--- src/rtl/uart_tx_device.sv ---
`default_nettype none
// ============================================================================
// Module   : uart_tx_device
// Purpose  : Memory-mapped 8N1 UART transmitter for the simple-system bus.
//            Bytes written to TXDATA are queued in a FIFO and sent on tx_o.
//            A level interrupt is raised once the FIFO and the shifter have
//            both drained.
// Revision : 1.0 - initial release
// ============================================================================
module uart_tx_device #(
  parameter int unsigned FifoDepth    = 8,
  parameter logic [15:0] ClkPerBitRst = 16'd434
) (
  input  logic        clk_i,
  input  logic        rst_i,
  input  logic        req_i,
  input  logic        we_i,
  input  logic [3:0]  be_i,
  input  logic [31:0] addr_i,
  input  logic [31:0] wdata_i,
  output logic        rvalid_o,
  output logic [31:0] rdata_o,
  output logic        err_o,
  output logic        tx_o,
  output logic        irq_o
);

  // --------------------------------------------------------------------------
  // Constants
  // --------------------------------------------------------------------------
  localparam int unsigned     c_ptr_w = (FifoDepth > 1) ? $clog2(FifoDepth) : 1;
  localparam logic [c_ptr_w:0] c_depth = FifoDepth[c_ptr_w:0];

  // Word offsets within the 1 kB window
  localparam logic [7:0] c_idx_txdata = 8'd0;
  localparam logic [7:0] c_idx_status = 8'd1;
  localparam logic [7:0] c_idx_baud   = 8'd2;
  localparam logic [7:0] c_idx_ctrl   = 8'd3;

  // Transmit state encoding
  localparam logic [1:0] c_st_idle  = 2'd0;
  localparam logic [1:0] c_st_start = 2'd1;
  localparam logic [1:0] c_st_data  = 2'd2;
  localparam logic [1:0] c_st_stop  = 2'd3;

  // --------------------------------------------------------------------------
  // Registers
  // --------------------------------------------------------------------------
  logic               r_rvalid;
  logic [31:0]        r_rdata;
  logic               r_err;
  logic               r_irq;
  logic [15:0]        r_bauddiv;
  logic               r_irq_en;
  logic               r_ovf;

  logic [7:0]         r_mem [FifoDepth];
  logic [c_ptr_w-1:0] r_wr_ptr;
  logic [c_ptr_w-1:0] r_rd_ptr;
  logic [c_ptr_w:0]   r_count;

  logic [1:0]         r_state;
  logic [2:0]         r_bit;
  logic [15:0]        r_baud;
  logic [15:0]        r_div;
  logic [7:0]         r_shift;
  logic               r_tx;

  // --------------------------------------------------------------------------
  // Combinational wires
  // --------------------------------------------------------------------------
  logic [7:0]         w_idx;
  logic               w_sel_txdata;
  logic               w_sel_status;
  logic               w_sel_baud;
  logic               w_sel_ctrl;
  logic               w_sel_valid;
  logic               w_push_req;
  logic               w_push;
  logic               w_pop;
  logic               w_full;
  logic               w_empty;
  logic               w_busy;
  logic [31:0]        w_rd_mux;
  logic [15:0]        w_div_eff;
  logic               w_bit_end;

  logic [1:0]         w_state_next;
  logic [2:0]         w_bit_next;
  logic [15:0]        w_baud_next;
  logic [15:0]        w_div_next;
  logic [7:0]         w_shift_next;
  logic               w_tx_next;

  // Address bits outside [9:2], upper write data and upper byte enables are
  // intentionally ignored; the window decode is done by the bus fabric.
  logic               w_unused_ok;
  assign w_unused_ok = &{1'b0, addr_i[31:10], addr_i[1:0], wdata_i[31:16], be_i[3:2]};

  // --------------------------------------------------------------------------
  // Address decode and FIFO flags
  // --------------------------------------------------------------------------
  assign w_idx        = addr_i[9:2];
  assign w_sel_txdata = req_i & (w_idx == c_idx_txdata);
  assign w_sel_status = req_i & (w_idx == c_idx_status);
  assign w_sel_baud   = req_i & (w_idx == c_idx_baud);
  assign w_sel_ctrl   = req_i & (w_idx == c_idx_ctrl);
  assign w_sel_valid  = w_sel_txdata | w_sel_status | w_sel_baud | w_sel_ctrl;

  assign w_full       = (r_count == c_depth);
  assign w_empty      = (r_count == '0);
  // Full is judged on the pre-edge occupancy, so a same-cycle pop never
  // makes room for a push.
  assign w_push_req   = w_sel_txdata & we_i & be_i[0];
  assign w_push       = w_push_req & ~w_full;

  // A programmed divider of 0 behaves like 1
  assign w_div_eff    = (r_bauddiv == 16'd0) ? 16'd1 : r_bauddiv;
  assign w_bit_end    = (r_baud == (r_div - 16'd1));

  // Read-data multiplexer for the register map
  always_comb begin
    w_rd_mux = 32'd0;
    case (w_idx)
      c_idx_status: w_rd_mux = {28'd0, r_ovf, w_busy, w_empty, w_full};
      c_idx_baud:   w_rd_mux = {16'd0, r_bauddiv};
      c_idx_ctrl:   w_rd_mux = {31'd0, r_irq_en};
      default:      w_rd_mux = 32'd0;
    endcase
  end

  // Bus response, control registers, sticky overflow and interrupt
  always_ff @(posedge clk_i) begin
    if (rst_i) begin
      r_rvalid  <= 1'b0;
      r_rdata   <= 32'd0;
      r_err     <= 1'b0;
      r_bauddiv <= ClkPerBitRst;
      r_irq_en  <= 1'b0;
      r_ovf     <= 1'b0;
      r_irq     <= 1'b0;
    end else begin
      r_rvalid <= req_i;
      r_err    <= req_i & ~w_sel_valid;
      r_rdata  <= (req_i & ~we_i) ? w_rd_mux : 32'd0;

      if (w_sel_status & we_i & wdata_i[3]) begin
        r_ovf <= 1'b0;
      end else if (w_push_req & w_full) begin
        r_ovf <= 1'b1;
      end

      if (w_sel_baud & we_i) begin
        if (be_i[0]) r_bauddiv[7:0]  <= wdata_i[7:0];
        if (be_i[1]) r_bauddiv[15:8] <= wdata_i[15:8];
      end

      if (w_sel_ctrl & we_i & be_i[0]) begin
        r_irq_en <= wdata_i[0];
      end

      r_irq <= r_irq_en & w_empty & (r_state == c_st_idle);
    end
  end

  // FIFO storage; contents need no reset because the pointers are cleared
  always_ff @(posedge clk_i) begin
    if (w_push) begin
      r_mem[r_wr_ptr] <= wdata_i[7:0];
    end
  end

  // FIFO pointers and occupancy
  always_ff @(posedge clk_i) begin
    if (rst_i) begin
      r_wr_ptr <= '0;
      r_rd_ptr <= '0;
      r_count  <= '0;
    end else begin
      if (w_push) r_wr_ptr <= r_wr_ptr + 1'b1;
      if (w_pop)  r_rd_ptr <= r_rd_ptr + 1'b1;
      case ({w_push, w_pop})
        2'b10:   r_count <= r_count + 1'b1;
        2'b01:   r_count <= r_count - 1'b1;
        default: r_count <= r_count;
      endcase
    end
  end

  // --------------------------------------------------------------------------
  // Transmit FSM
  // --------------------------------------------------------------------------

  // State register together with the sequencing counters and the tx flop
  always_ff @(posedge clk_i) begin
    if (rst_i) begin
      r_state <= c_st_idle;
      r_bit   <= 3'd0;
      r_baud  <= 16'd0;
      r_div   <= 16'd1;
      r_shift <= 8'd0;
      r_tx    <= 1'b1;
    end else begin
      r_state <= w_state_next;
      r_bit   <= w_bit_next;
      r_baud  <= w_baud_next;
      r_div   <= w_div_next;
      r_shift <= w_shift_next;
      r_tx    <= w_tx_next;
    end
  end

  // Next-state logic: a pop latches the byte and a snapshot of the divider
  always_comb begin
    w_state_next = r_state;
    w_bit_next   = r_bit;
    w_baud_next  = r_baud;
    w_div_next   = r_div;
    w_shift_next = r_shift;
    w_pop        = 1'b0;
    case (r_state)
      c_st_idle: begin
        if (!w_empty) begin
          w_pop        = 1'b1;
          w_shift_next = r_mem[r_rd_ptr];
          w_div_next   = w_div_eff;
          w_baud_next  = 16'd0;
          w_bit_next   = 3'd0;
          w_state_next = c_st_start;
        end
      end
      c_st_start: begin
        if (w_bit_end) begin
          w_baud_next  = 16'd0;
          w_bit_next   = 3'd0;
          w_state_next = c_st_data;
        end else begin
          w_baud_next  = r_baud + 16'd1;
        end
      end
      c_st_data: begin
        if (w_bit_end) begin
          w_baud_next = 16'd0;
          if (r_bit == 3'd7) begin
            w_state_next = c_st_stop;
          end else begin
            w_bit_next   = r_bit + 3'd1;
          end
        end else begin
          w_baud_next = r_baud + 16'd1;
        end
      end
      c_st_stop: begin
        if (w_bit_end) begin
          // Chain straight into the next frame when more data is queued
          if (!w_empty) begin
            w_pop        = 1'b1;
            w_shift_next = r_mem[r_rd_ptr];
            w_div_next   = w_div_eff;
            w_baud_next  = 16'd0;
            w_bit_next   = 3'd0;
            w_state_next = c_st_start;
          end else begin
            w_baud_next  = 16'd0;
            w_state_next = c_st_idle;
          end
        end else begin
          w_baud_next = r_baud + 16'd1;
        end
      end
      default: begin
        w_state_next = c_st_idle;
      end
    endcase
  end

  // Output logic: line level for the upcoming cycle, and the busy flag
  always_comb begin
    w_tx_next = 1'b1;
    w_busy    = (r_state != c_st_idle);
    case (w_state_next)
      c_st_start: w_tx_next = 1'b0;
      c_st_data:  w_tx_next = w_shift_next[w_bit_next];
      default:    w_tx_next = 1'b1;
    endcase
  end

  // --------------------------------------------------------------------------
  // Outputs
  // --------------------------------------------------------------------------
  assign rvalid_o = r_rvalid;
  assign rdata_o  = r_rdata;
  assign err_o    = r_err;
  assign tx_o     = r_tx;
  assign irq_o    = r_irq;

endmodule
`default_nettype wire

--- config.mk ---
export PLATFORM = sky130hd
export DESIGN_NAME = uart_tx_device
export DESIGN_NICKNAME = d
export VERILOG_FILES = /design/src/rtl/uart_tx_device.sv
export SDC_FILE = /design/constraint.sdc
export NUM_CORES = 1
export LEC_CHECK = 0
export BUFFER_PORTS_ARGS = -buffer_cell sky130_fd_sc_hd__buf_4
export CORE_MARGIN = 2
export CORE_UTILIZATION = 57
export DETAILED_ROUTE_END_ITERATION = 16
export GPL_TIMING_DRIVEN = 0
export PLACE_DENSITY = 0.88
export SLEW_MARGIN = 20
export SYNTH_ARGS = -nofsm -noshare
export SYNTH_HDL_FRONTEND = slang
export SYNTH_SLANG_ARGS = --single-unit
--- constraint.sdc ---
create_clock -name clk_i -period 4.6 [get_ports clk_i]
set_input_delay 0.23 -clock clk_i [delete_from_list [all_inputs] [get_ports clk_i]]
set_output_delay 0.23 -clock clk_i [all_outputs]
set_load 0.01 [all_outputs]
==> summary.json, run 1 <==
{
  "run_status": {
    "run_status": "complete, no violations"
  },
  "yosys": {
    "leading_post_synthesis_cells_by_cell_area": "sky130_fd_sc_hd__dfxtp_1 (26%), sky130_fd_sc_hd__edfxtp_1 (26%), sky130_fd_sc_hd__nor2_1 (5.0%)",
    "postSynthRegisterBits": 160,
    "yosys.cell_types.count": 77,
    "synthesis.area_per_instance_um2": 11.0,
    "share_of_flip_flops_with_an_asynchronous_set_or_reset_pct": 0,
    "netlist_instances": 674,
    "netlist.top_cell.by_area": "sky130_fd_sc_hd__dfxtp_1",
    "mappedNetlistArea_mm2": 0.00743,
    "yosysSeqAreaShare_pct": 51.7,
    "synth_ff_type": "sky130_fd_sc_hd__dfxtp_1",
    "synth-edff-count": 64,
    "netlist.area_leader.share_pct": 25.9,
    "synth.yosys.warnings": 0
  },
  "critical_path": {
    "worstReg2RegStart": "r_div[1]$_SDFFE_PP0P_",
    "critPathMaxFanout": 10,
    "r2r_slack_ps": 380,
    "critical_path.top_delay_family": "compound AO/OA/AOI/OAI gates",
    "timing.critical_path.arrival_ps": 4590,
    "critical_path_required_ps": 4960,
    "crit_buf_inv": 2,
    "timing.reg2reg.worst_path_depth": 16,
    "critical_path.cell_chain": "inv_1 -> ha_2 -> o21ba_2 -> a221o_1 -> a32oi_1 -> and4b_1 -> nor4b_4 -> a31oi_1 -> nor3_4 -> buf_4 -> ha_1 -> nor2b_1 -> a21oi_1 -> o32a_1 -> or3_1 -> a21oi_1",
    "timing_worst_setup_path_type": "flop to flop",
    "critPathLaunchType": "flop",
    "cp_common_cell": "sky130_fd_sc_hd__a21oi_1",
    "critPathCaptureType": "flop",
    "slowest_stage": "sky130_fd_sc_hd__dfxtp_1",
    "critical-path-max-stage-delay_ps": 460,
    "critical_path.reg2reg.endpoint": "r_count[3]$_SDFFE_PP0P_"
  },
  "clocking": {
    "clk_path_buf_depth": 2,
    "holdBufCountCts": 0,
    "cts_tree": "built",
    "clkLatencyLatePin_ps": 430,
    "htree_levels": 4,
    "cts.clk_slew.worst_paths_ps": 70,
    "clock-sinks": 160,
    "cts_inserted_buffers": 17,
    "cts.root.buffer_cell": "sky130_fd_sc_hd__clkbuf_16"
  },
  "min_path": {
    "hold_depth": 2,
    "timing.hold.worst.class": "input port to flop",
    "whs_endpoint": "r_bauddiv[8]$_SDFFE_PP1P_",
    "timing.hold.worst.start": "wdata_i[8]"
  },
  "power_and_ir_drop": {
    "p_sw_share_pct": 25.2,
    "internal-power_w": 0.00246,
    "cellPowerDensity_mw_per_mm2": 378,
    "power_frac_clock_pct": 43.2,
    "power.net_switching_w": 0.000831,
    "vdd.ir_drop.worst_mv": 0.417,
    "combinational_power_share_pct": 11.4,
    "power.static_leakage_nw": 3.41,
    "share_seq_of_total_power_pct": 45.4
  },
  "grt": {
    "globalRoute.totalOverflow": 0,
    "number_of_global_route_vias_before_repair": 5634,
    "grt_antenna_before_repair": 0,
    "grt_first_pass_wirelength_mm": 29.5,
    "grt.total_usage_pct": 27.2,
    "grt_max_degree": 17
  },
  "placement": {
    "gp_congestion": 0.909,
    "detailedPlacementHpwl_mm": 12.6,
    "portBuffers": 49
  },
  "sta": {
    "timing.slew.headroom_pct": 37.9,
    "fin_setup_tns_ps": 0,
    "shortest_period_the_worst_path_allows_ps": 4220,
    "slew_viol_final": 0,
    "fmax_mhz": 237,
    "setup_viol_count_final": 0,
    "setup_repair_after_global_routing_missed_its_margin": "no",
    "worst-slew-pin-transition_ps": 929,
    "finClkSkew_ps": 11.0,
    "finalHoldWorstSlack_ps": 9.22,
    "hold_violations": 0,
    "timing.final.crit_share_pct": 91.8
  },
  "floorplan": {
    "floorplan.die.width_um": 118,
    "placement_rows": 41,
    "start_util_pct": 58.6,
    "design.core.area_mm2": 0.0127,
    "num_io_pins": 108,
    "design.die.area_mm2": 0.0140,
    "die_h_um": 118
  },
  "drt": {
    "via_count": 5822,
    "drcViolationCount": 0,
    "drt-initial-drc-count": 509,
    "detail_route.wl_per_cell_um": 19.8,
    "drt_antenna_net_count": 0,
    "totalWireLength_mm": 18.7,
    "drt_pass1_iterations": 5,
    "vias_per_cell": 6.16
  },
  "layout": {
    "areaGrowthSynthToFinish_pct": 17.4,
    "finish.net_count": 845,
    "most_frequent_cells_in_the_layout": "sky130_fd_sc_hd__nor2_1 (99), sky130_fd_sc_hd__dfxtp_1 (96), sky130_fd_sc_hd__buf_4 (69)",
    "layout_cell_share_with_drive_strength_beyond_1_pct": 20.1,
    "layout_commonest_cell": "sky130_fd_sc_hd__nor2_1",
    "antenna_cell_count": 0
  },
  "flow_run": {
    "max_cap_viols": 0
  }
}
==> sequential cells by signal, summed over array words and instances, names as in the netlist, named ones only <==
| signal | flops |
|---|---|
| r_baud | 16 |
| rvalid_o | 1 |
| irq_o | 1 |
| r_bit | 3 |
| r_rd_ptr | 3 |
| tx_o | 1 |
| err_o | 1 |
| r_irq_en | 1 |
| rdata_o | 16 |
| r_state | 2 |
| r_count | 4 |
| r_shift | 8 |
| r_mem | 64 |
| r_ovf | 1 |
| r_wr_ptr | 3 |
| r_bauddiv | 16 |
| r_div | 16 |
==> layer usage <==
metal	track usage (%)	share of wire, %	routed length [um]	up-vias
met5	0	0	0	-
met4	13.0	3.7	700	0
met3	6.85	8.8	1640	63
met2	43.8	48	9020	350
met1	34.5	39	7350	2789
li1	-	-	-	2620
==> how the worst max path moves through the flow <==
stage,from,to,cells past startpoint,slack [ps]
5_1_grt,r_div[0]$_SDFFE_PP1P_,r_count[3]$_SDFFE_PP0P_,17,90
2_1_floorplan,r_div[0]$_SDFFE_PP1P_,r_count[2]$_SDFFE_PP0P_,18,790
3_3_place_gp,r_div[1]$_SDFFE_PP0P_,r_count[2]$_SDFFE_PP0P_,17,330
6_report,r_div[1]$_SDFFE_PP0P_,r_count[3]$_SDFFE_PP0P_,16,380
3_5_place_dp,r_div[0]$_SDFFE_PP1P_,r_count[2]$_SDFFE_PP0P_,18,110
4_1_cts,r_div[0]$_SDFFE_PP1P_,r_count[2]$_SDFFE_PP0P_,18,250
==> cell families after synthesis <==
group                      after synthesis  synth area share [%]
and+or+nand+nor                        252                  17.9
xor gates and xnor gates                26                  3.07
other                                    1                0.0505
muxes                                   56                  10.4
adders and majority gates               13                  2.19
AOI/OAI and AO/OA                      110                  10.2
DFF                                    160                  51.7
buffers and inverters                   56                  4.48
==> timing repair <==
item	in CTS	in global routing
buffers inserted	3	0
endpoints found under the setup margin	1	2
resized for setup	0	1
pin swaps	1	0
==> metrics by stage <==
step	power, W	cells	util (%)	worst slack [ps]	cell area [um^2]
final	0.00329	945	68.8	375	8720
after global routing	0.00340	945	68.8	90.3	8720
after CTS	0.00329	946	68.8	250	8720
after detailed placement	0.00189	911	63.8	105	8090
after global placement	0.00188	910	63.7	327	8070
after floorplan	0.00178	689	-	788	7480
==> power by group through the flow <==
stage	registers (W)	clock network (W)	logic (W)
5_1_grt	0.00150	0.00150	0.000406
4_1_cts	0.00149	0.00143	0.000368
3_3_place_gp	0.00152	0	0.000350
3_5_place_dp	0.00153	0	0.000362
2_1_floorplan	0.00153	0	0.000253
6_report	0.00149	0.00142	0.000376
==> worst reg2reg max path: stages (launching register included) <==
cell,delay [ps]
sky130_fd_sc_hd__dfxtp_1,460
sky130_fd_sc_hd__inv_1,90
sky130_fd_sc_hd__ha_2,260
sky130_fd_sc_hd__o21ba_2,220
sky130_fd_sc_hd__a221o_1,340
sky130_fd_sc_hd__a32oi_1,180
sky130_fd_sc_hd__and4b_1,300
sky130_fd_sc_hd__nor4b_4,300
sky130_fd_sc_hd__a31oi_1,190
sky130_fd_sc_hd__nor3_4,250
sky130_fd_sc_hd__buf_4,190
sky130_fd_sc_hd__ha_1,260
sky130_fd_sc_hd__nor2b_1,250
sky130_fd_sc_hd__a21oi_1,80
sky130_fd_sc_hd__o32a_1,310
sky130_fd_sc_hd__or3_1,320
sky130_fd_sc_hd__a21oi_1,140
==> synthesized netlist by cell type (9+ instances only) <==
master / number
sky130_fd_sc_hd__a21oi_1: 26
sky130_fd_sc_hd__xnor2_1: 13
sky130_fd_sc_hd__buf_4: 17
sky130_fd_sc_hd__dfxtp_1: 96
sky130_fd_sc_hd__o21ai_0: 21
sky130_fd_sc_hd__and3_1: 15
sky130_fd_sc_hd__edfxtp_1: 64
sky130_fd_sc_hd__nor4_1: 9
sky130_fd_sc_hd__mux2i_1: 32
sky130_fd_sc_hd__nand2_1: 32
sky130_fd_sc_hd__nor2_1: 99
sky130_fd_sc_hd__mux4_2: 16
sky130_fd_sc_hd__nand3_1: 12
sky130_fd_sc_hd__ha_1: 13
sky130_fd_sc_hd__xor2_1: 13
sky130_fd_sc_hd__clkbuf_1: 21
sky130_fd_sc_hd__nor2b_1: 15
sky130_fd_sc_hd__and2_1: 15
sky130_fd_sc_hd__nor3_1: 12
==> layout make-up <==
class / count / area [um^2]
Tap cell: 172 / 215
Inverter: 8 / 30.0
Timing Repair Buffer: 53 / 395
Multi-Input combinational cell: 473 / 3330
Clock inverter: 11 / 116
Buffer: 47 / 299
Sequential cell: 160 / 3840
Clock buffer: 21 / 492
Fill cell: 884 / 3950
No activity file was read; power rests on OpenSTA's default activity.
==> run 2: changes to the inputs <==
- PLACE_DENSITY: 0.88 -> 0.81
==> run 2 against run 1 <==
Against the previous run:
- sequential power is essentially flat
- largest cell class unchanged
- clock power is essentially flat
- global-route usage shrank 0.85 points
- die area is the same
- power shrank 0.61%
- sequential cell count is the same
- clock-buffer cell count shrank 4
- setup slack lost 93 ps
- fmax shrank 2.2%
- combinational power shrank 1%
- first-iteration DRC count shrank 6.3%
- clock skew is essentially flat
==> summary.json, run 2 (synthesis results as in run 1) <==
{
  "critical_path": {
    "timing_worst_setup_path_type": {"value": "flop to flop", "change": "unchanged"},
    "critPathCaptureType": {"value": "flop", "change": "unchanged"},
    "critical-path-max-stage-delay": {"value": 450, "unit": "ps", "change": "was 460 ps"},
    "slowest_stage": {"value": "sky130_fd_sc_hd__dfxtp_1", "change": "unchanged"},
    "worstReg2RegStart": {"value": "r_div[1]$_SDFFE_PP0P_", "change": "unchanged"},
    "critPathLaunchType": {"value": "flop", "change": "unchanged"},
    "path_depth": {"value": 15, "change": "was 16"},
    "critPathMaxFanout": {"value": 10, "change": "unchanged"},
    "critical_path.cell_chain": {"value": "inv_1 -> ha_1 -> o21ba_2 -> a221o_1 -> a32oi_1 -> and4b_1 -> nor4b_4 -> a31oi_1 -> nor3_4 -> ha_1 -> nor2b_1 -> a21oi_1 -> o32a_1 -> or3_1 -> a21oi_1", "change": "was inv_1 -> ha_2 -> o21ba_2 -> a221o_1 -> a32oi_1 -> and4b_1 -> nor4b_4 -> a31oi_1 -> nor3_4 -> buf_4 -> ha_1 -> nor2b_1 -> a21oi_1 -> o32a_1 -> or3_1 -> a21oi_1"},
    "critical_path.reg2reg.endpoint": {"value": "r_count[3]$_SDFFE_PP0P_", "change": "unchanged"},
    "critical_path.top_delay_family": {"value": "compound AO/OA/AOI/OAI gates", "change": "unchanged"},
    "timing.reg2reg.worst_path_depth": {"value": 15, "change": "was 16"},
    "timing.critical_path.arrival": {"value": 4670, "unit": "ps", "change": "was 4590 ps"},
    "r2r_slack": {"value": 280, "unit": "ps", "change": "was 380 ps"},
    "crit_buf_inv": {"value": 1, "change": "was 2"},
    "critical_path_required": {"value": 4950, "unit": "ps", "change": "was 4960 ps"}
  },
  "run_status": {
    "run_status": {"value": "complete, no violations", "change": "unchanged"}
  },
  "sta": {
    "timing.final.ws_setup": {"value": 282, "unit": "ps", "change": "was 375 ps"},
    "shortest_period_the_worst_path_allows": {"value": 4320, "unit": "ps", "change": "was 4220 ps"},
    "fmax": {"value": 232, "unit": "MHz", "change": "was 237 MHz"},
    "setup_viol_count_final": {"value": 0, "change": "unchanged"},
    "worst-slew-pin-transition": {"value": 889, "unit": "ps", "change": "was 929 ps"},
    "hold_violations": {"value": 0, "change": "unchanged"},
    "slew_viol_final": {"value": 0, "change": "unchanged"},
    "finClkSkew": {"value": 11.3, "unit": "ps", "change": "was 11.0 ps"},
    "fin_setup_tns": {"value": 0, "unit": "ps", "change": "unchanged"},
    "timing.final.crit_share": {"value": 93.9, "unit": "%", "change": "was 91.8%"},
    "timing.slew.headroom": {"value": 40.5, "unit": "%", "change": "was 37.9%"},
    "setup_repair_after_global_routing_missed_its_margin": {"value": "no", "change": "unchanged"}
  },
  "drt": {
    "drt_antenna_net_count": {"value": 0, "change": "unchanged"},
    "drcViolationCount": {"value": 0, "change": "unchanged"},
    "via_count": {"value": 5701, "change": "was 5,822"},
    "totalWireLength": {"value": 17.9, "unit": "mm", "change": "was 18.7 mm"},
    "drt-initial-drc-count": {"value": 477, "change": "was 509"},
    "detail_route.wl_per_cell": {"value": 19.0, "unit": "um", "change": "was 19.8 um"},
    "drt_pass1_iterations": {"value": 5, "change": "unchanged"},
    "vias_per_cell": {"value": 6.03, "change": "was 6.16"}
  },
  "floorplan": {
    "design.die.area": {"value": 0.0140, "unit": "mm^2", "change": "unchanged"},
    "start_util": {"value": 58.6, "unit": "%", "change": "unchanged"},
    "design.core.area": {"value": 0.0127, "unit": "mm^2", "change": "unchanged"},
    "floorplan.die.width": {"value": 118, "unit": "um", "change": "unchanged"},
    "num_io_pins": {"value": 108, "change": "unchanged"},
    "placement_rows": {"value": 41, "change": "unchanged"},
    "die_h": {"value": 118, "unit": "um", "change": "unchanged"}
  },
  "min_path": {
    "whs_endpoint": {"value": "r_bauddiv[8]$_SDFFE_PP1P_", "change": "unchanged"},
    "hold_depth": {"value": 2, "change": "unchanged"},
    "timing.hold.worst.class": {"value": "input port to flop", "change": "unchanged"},
    "timing.hold.worst.start": {"value": "wdata_i[8]", "change": "unchanged"}
  },
  "clocking": {
    "clk_path_buf_depth": {"value": 2, "change": "unchanged"},
    "htree_levels": {"value": 4, "change": "unchanged"},
    "cts_inserted_buffers": {"value": 17, "change": "unchanged"},
    "cts_tree": {"value": "built", "change": "unchanged"},
    "holdBufCountCts": {"value": 0, "change": "unchanged"},
    "cts.clk_slew.worst_paths": {"value": 70, "unit": "ps", "change": "about the same"},
    "post_cts.repair.setup_buffers": {"value": 0, "change": "was 3"},
    "cts.root.buffer_cell": {"value": "sky130_fd_sc_hd__clkbuf_16", "change": "unchanged"},
    "clkLatencyLatePin": {"value": 440, "unit": "ps", "change": "was 430 ps"},
    "ctsResizeCount": {"value": 0, "change": "unchanged"},
    "clock-sinks": {"value": 160, "change": "unchanged"}
  },
  "power_and_ir_drop": {
    "combinational_power_share": {"value": 11.4, "unit": "%", "change": "about the same"},
    "post-layout-total-power": {"value": 0.00327, "unit": "W", "change": "was 0.00329 W"},
    "power.static_leakage": {"value": 3.39, "unit": "nW", "change": "was 3.41 nW"},
    "internal-power": {"value": 0.00240, "unit": "W", "change": "was 0.00246 W"},
    "p_sw_share": {"value": 26.7, "unit": "%", "change": "was 25.2%"},
    "share_seq_of_total_power": {"value": 45.7, "unit": "%", "change": "was 45.4%"},
    "power.net_switching": {"value": 0.000875, "unit": "W", "change": "was 0.000831 W"},
    "power_frac_clock": {"value": 43.0, "unit": "%", "change": "was 43.2%"},
    "vdd.ir_drop.worst": {"value": 0.326, "unit": "mV", "change": "was 0.417 mV"},
    "cellPowerDensity": {"value": 376, "unit": "mW/mm^2", "change": "was 378 mW/mm^2"}
  },
  "layout": {
    "largest_register_ffs": {"value": 64, "change": "unchanged"},
    "areaGrowthSynthToFinish": {"value": 17.1, "unit": "%", "change": "was 17.4%"},
    "layout_commonest_cell": {"value": "sky130_fd_sc_hd__nor2_1", "change": "unchanged"},
    "max_flop_register": {"value": "r_mem", "change": "unchanged"},
    "multiInputGateArea": {"value": 0.00332, "unit": "mm^2", "change": "was 0.00333 mm^2"},
    "layout_cell_share_with_drive_strength_beyond_1": {"value": 19.8, "unit": "%", "change": "was 20.1%"},
    "most_frequent_cells_in_the_layout": {"value": "sky130_fd_sc_hd__nor2_1 (99), sky130_fd_sc_hd__dfxtp_1 (96), sky130_fd_sc_hd__buf_4 (69)", "change": "unchanged"},
    "regArea": {"value": 0.00384, "unit": "mm^2", "change": "unchanged"},
    "nFillCells": {"value": 902, "change": "was 884"},
    "antenna_cell_count": {"value": 0, "change": "unchanged"},
    "finish.net_count": {"value": 845, "change": "unchanged"},
    "final_core_util": {"value": 68.7, "unit": "%", "change": "was 68.8%"}
  },
  "placement": {
    "pre_cts_slack": {"value": 231, "unit": "ps", "change": "was 105 ps"},
    "portBuffers": {"value": 49, "change": "unchanged"},
    "detailedPlacementHpwl": {"value": 12.0, "unit": "mm", "change": "was 12.6 mm"},
    "gp_congestion": {"value": 0.892, "change": "was 0.909"}
  },
  "grt": {
    "grt.total_usage": {"value": 26.4, "unit": "%", "change": "was 27.2%"},
    "grt_max_degree": {"value": 18, "change": "was 17"},
    "globalRoute.totalOverflow": {"value": 0, "change": "unchanged"},
    "number_of_global_route_vias_before_repair": {"value": 5609, "change": "was 5,634"},
    "grt_first_pass_wirelength": {"value": 28.5, "unit": "mm", "change": "was 29.5 mm"},
    "grt_antenna_before_repair": {"value": 0, "change": "unchanged"}
  },
  "flow_run": {
    "max_cap_viols": {"value": 0, "change": "unchanged"}
  }
}
-- run 2: area by class of cell --
type	count	area share [%]
sequential	160	44.2
multi-input combinational	473	38.2
clock buffer	17	4.89
timing repair buffer	53	4.54
buffer	47	3.44
tap	172	2.47
clock inverter	15	1.94
inverter	8	0.345
-- run 2: metrics by stage --
step                std cells  cell area (um^2)  hold slack, ps
floorplan                 689              7480             314
global placement          910              8070             443
detailed placement        911              8090             453
CTS                       943              8680            8.56
global route              945              8700            10.9
finish                    945              8700            17.9
-- run 2: worst max path at each step --
stage / startpoint / endpoint
floorplan: r_div[0]$_SDFFE_PP1P_ / r_count[2]$_SDFFE_PP0P_
global placement: r_div[1]$_SDFFE_PP0P_ / r_count[2]$_SDFFE_PP0P_
detailed placement: r_div[0]$_SDFFE_PP1P_ / r_count[2]$_SDFFE_PP0P_
CTS: r_div[0]$_SDFFE_PP1P_ / r_count[3]$_SDFFE_PP0P_
global route: r_div[1]$_SDFFE_PP0P_ / r_count[3]$_SDFFE_PP0P_
finish: r_div[1]$_SDFFE_PP0P_ / r_count[3]$_SDFFE_PP0P_
-- run 2: metal layers --
layer | wire (um) | vias up | global-route usage, % | share of wire [%]
li1 | - | 2616 | - | -
met5 | 0 | - | 0 | 0
met2 | 8630 | 257 | 43.2 | 48
met1 | 7500 | 2778 | 32.6 | 42
met3 | 1200 | 50 | 7.09 | 6.7
met4 | 587 | 0 | 12.3 | 3.3
-- run 2: power groups by stage --
stage	logic, W	clock network, W	registers [W]
after floorplan	0.000253	0	0.00153
after global placement	0.000353	0	0.00153
after detailed placement	0.000358	0	0.00153
after CTS	0.000362	0.00141	0.00149
after global routing	0.000409	0.00147	0.00150
final	0.000372	0.00141	0.00150
-- run 2: worst reg2reg max path, cell delays in order (launching register included) --
cell and delay [ps]:
sky130_fd_sc_hd__dfxtp_1 450, sky130_fd_sc_hd__inv_1 70, sky130_fd_sc_hd__ha_1 310, sky130_fd_sc_hd__o21ba_2 250
sky130_fd_sc_hd__a221o_1 350, sky130_fd_sc_hd__a32oi_1 200, sky130_fd_sc_hd__and4b_1 300, sky130_fd_sc_hd__nor4b_4 290
sky130_fd_sc_hd__a31oi_1 180, sky130_fd_sc_hd__nor3_4 330, sky130_fd_sc_hd__ha_1 330, sky130_fd_sc_hd__nor2b_1 260
sky130_fd_sc_hd__a21oi_1 80, sky130_fd_sc_hd__o32a_1 320, sky130_fd_sc_hd__or3_1 320, sky130_fd_sc_hd__a21oi_1 190
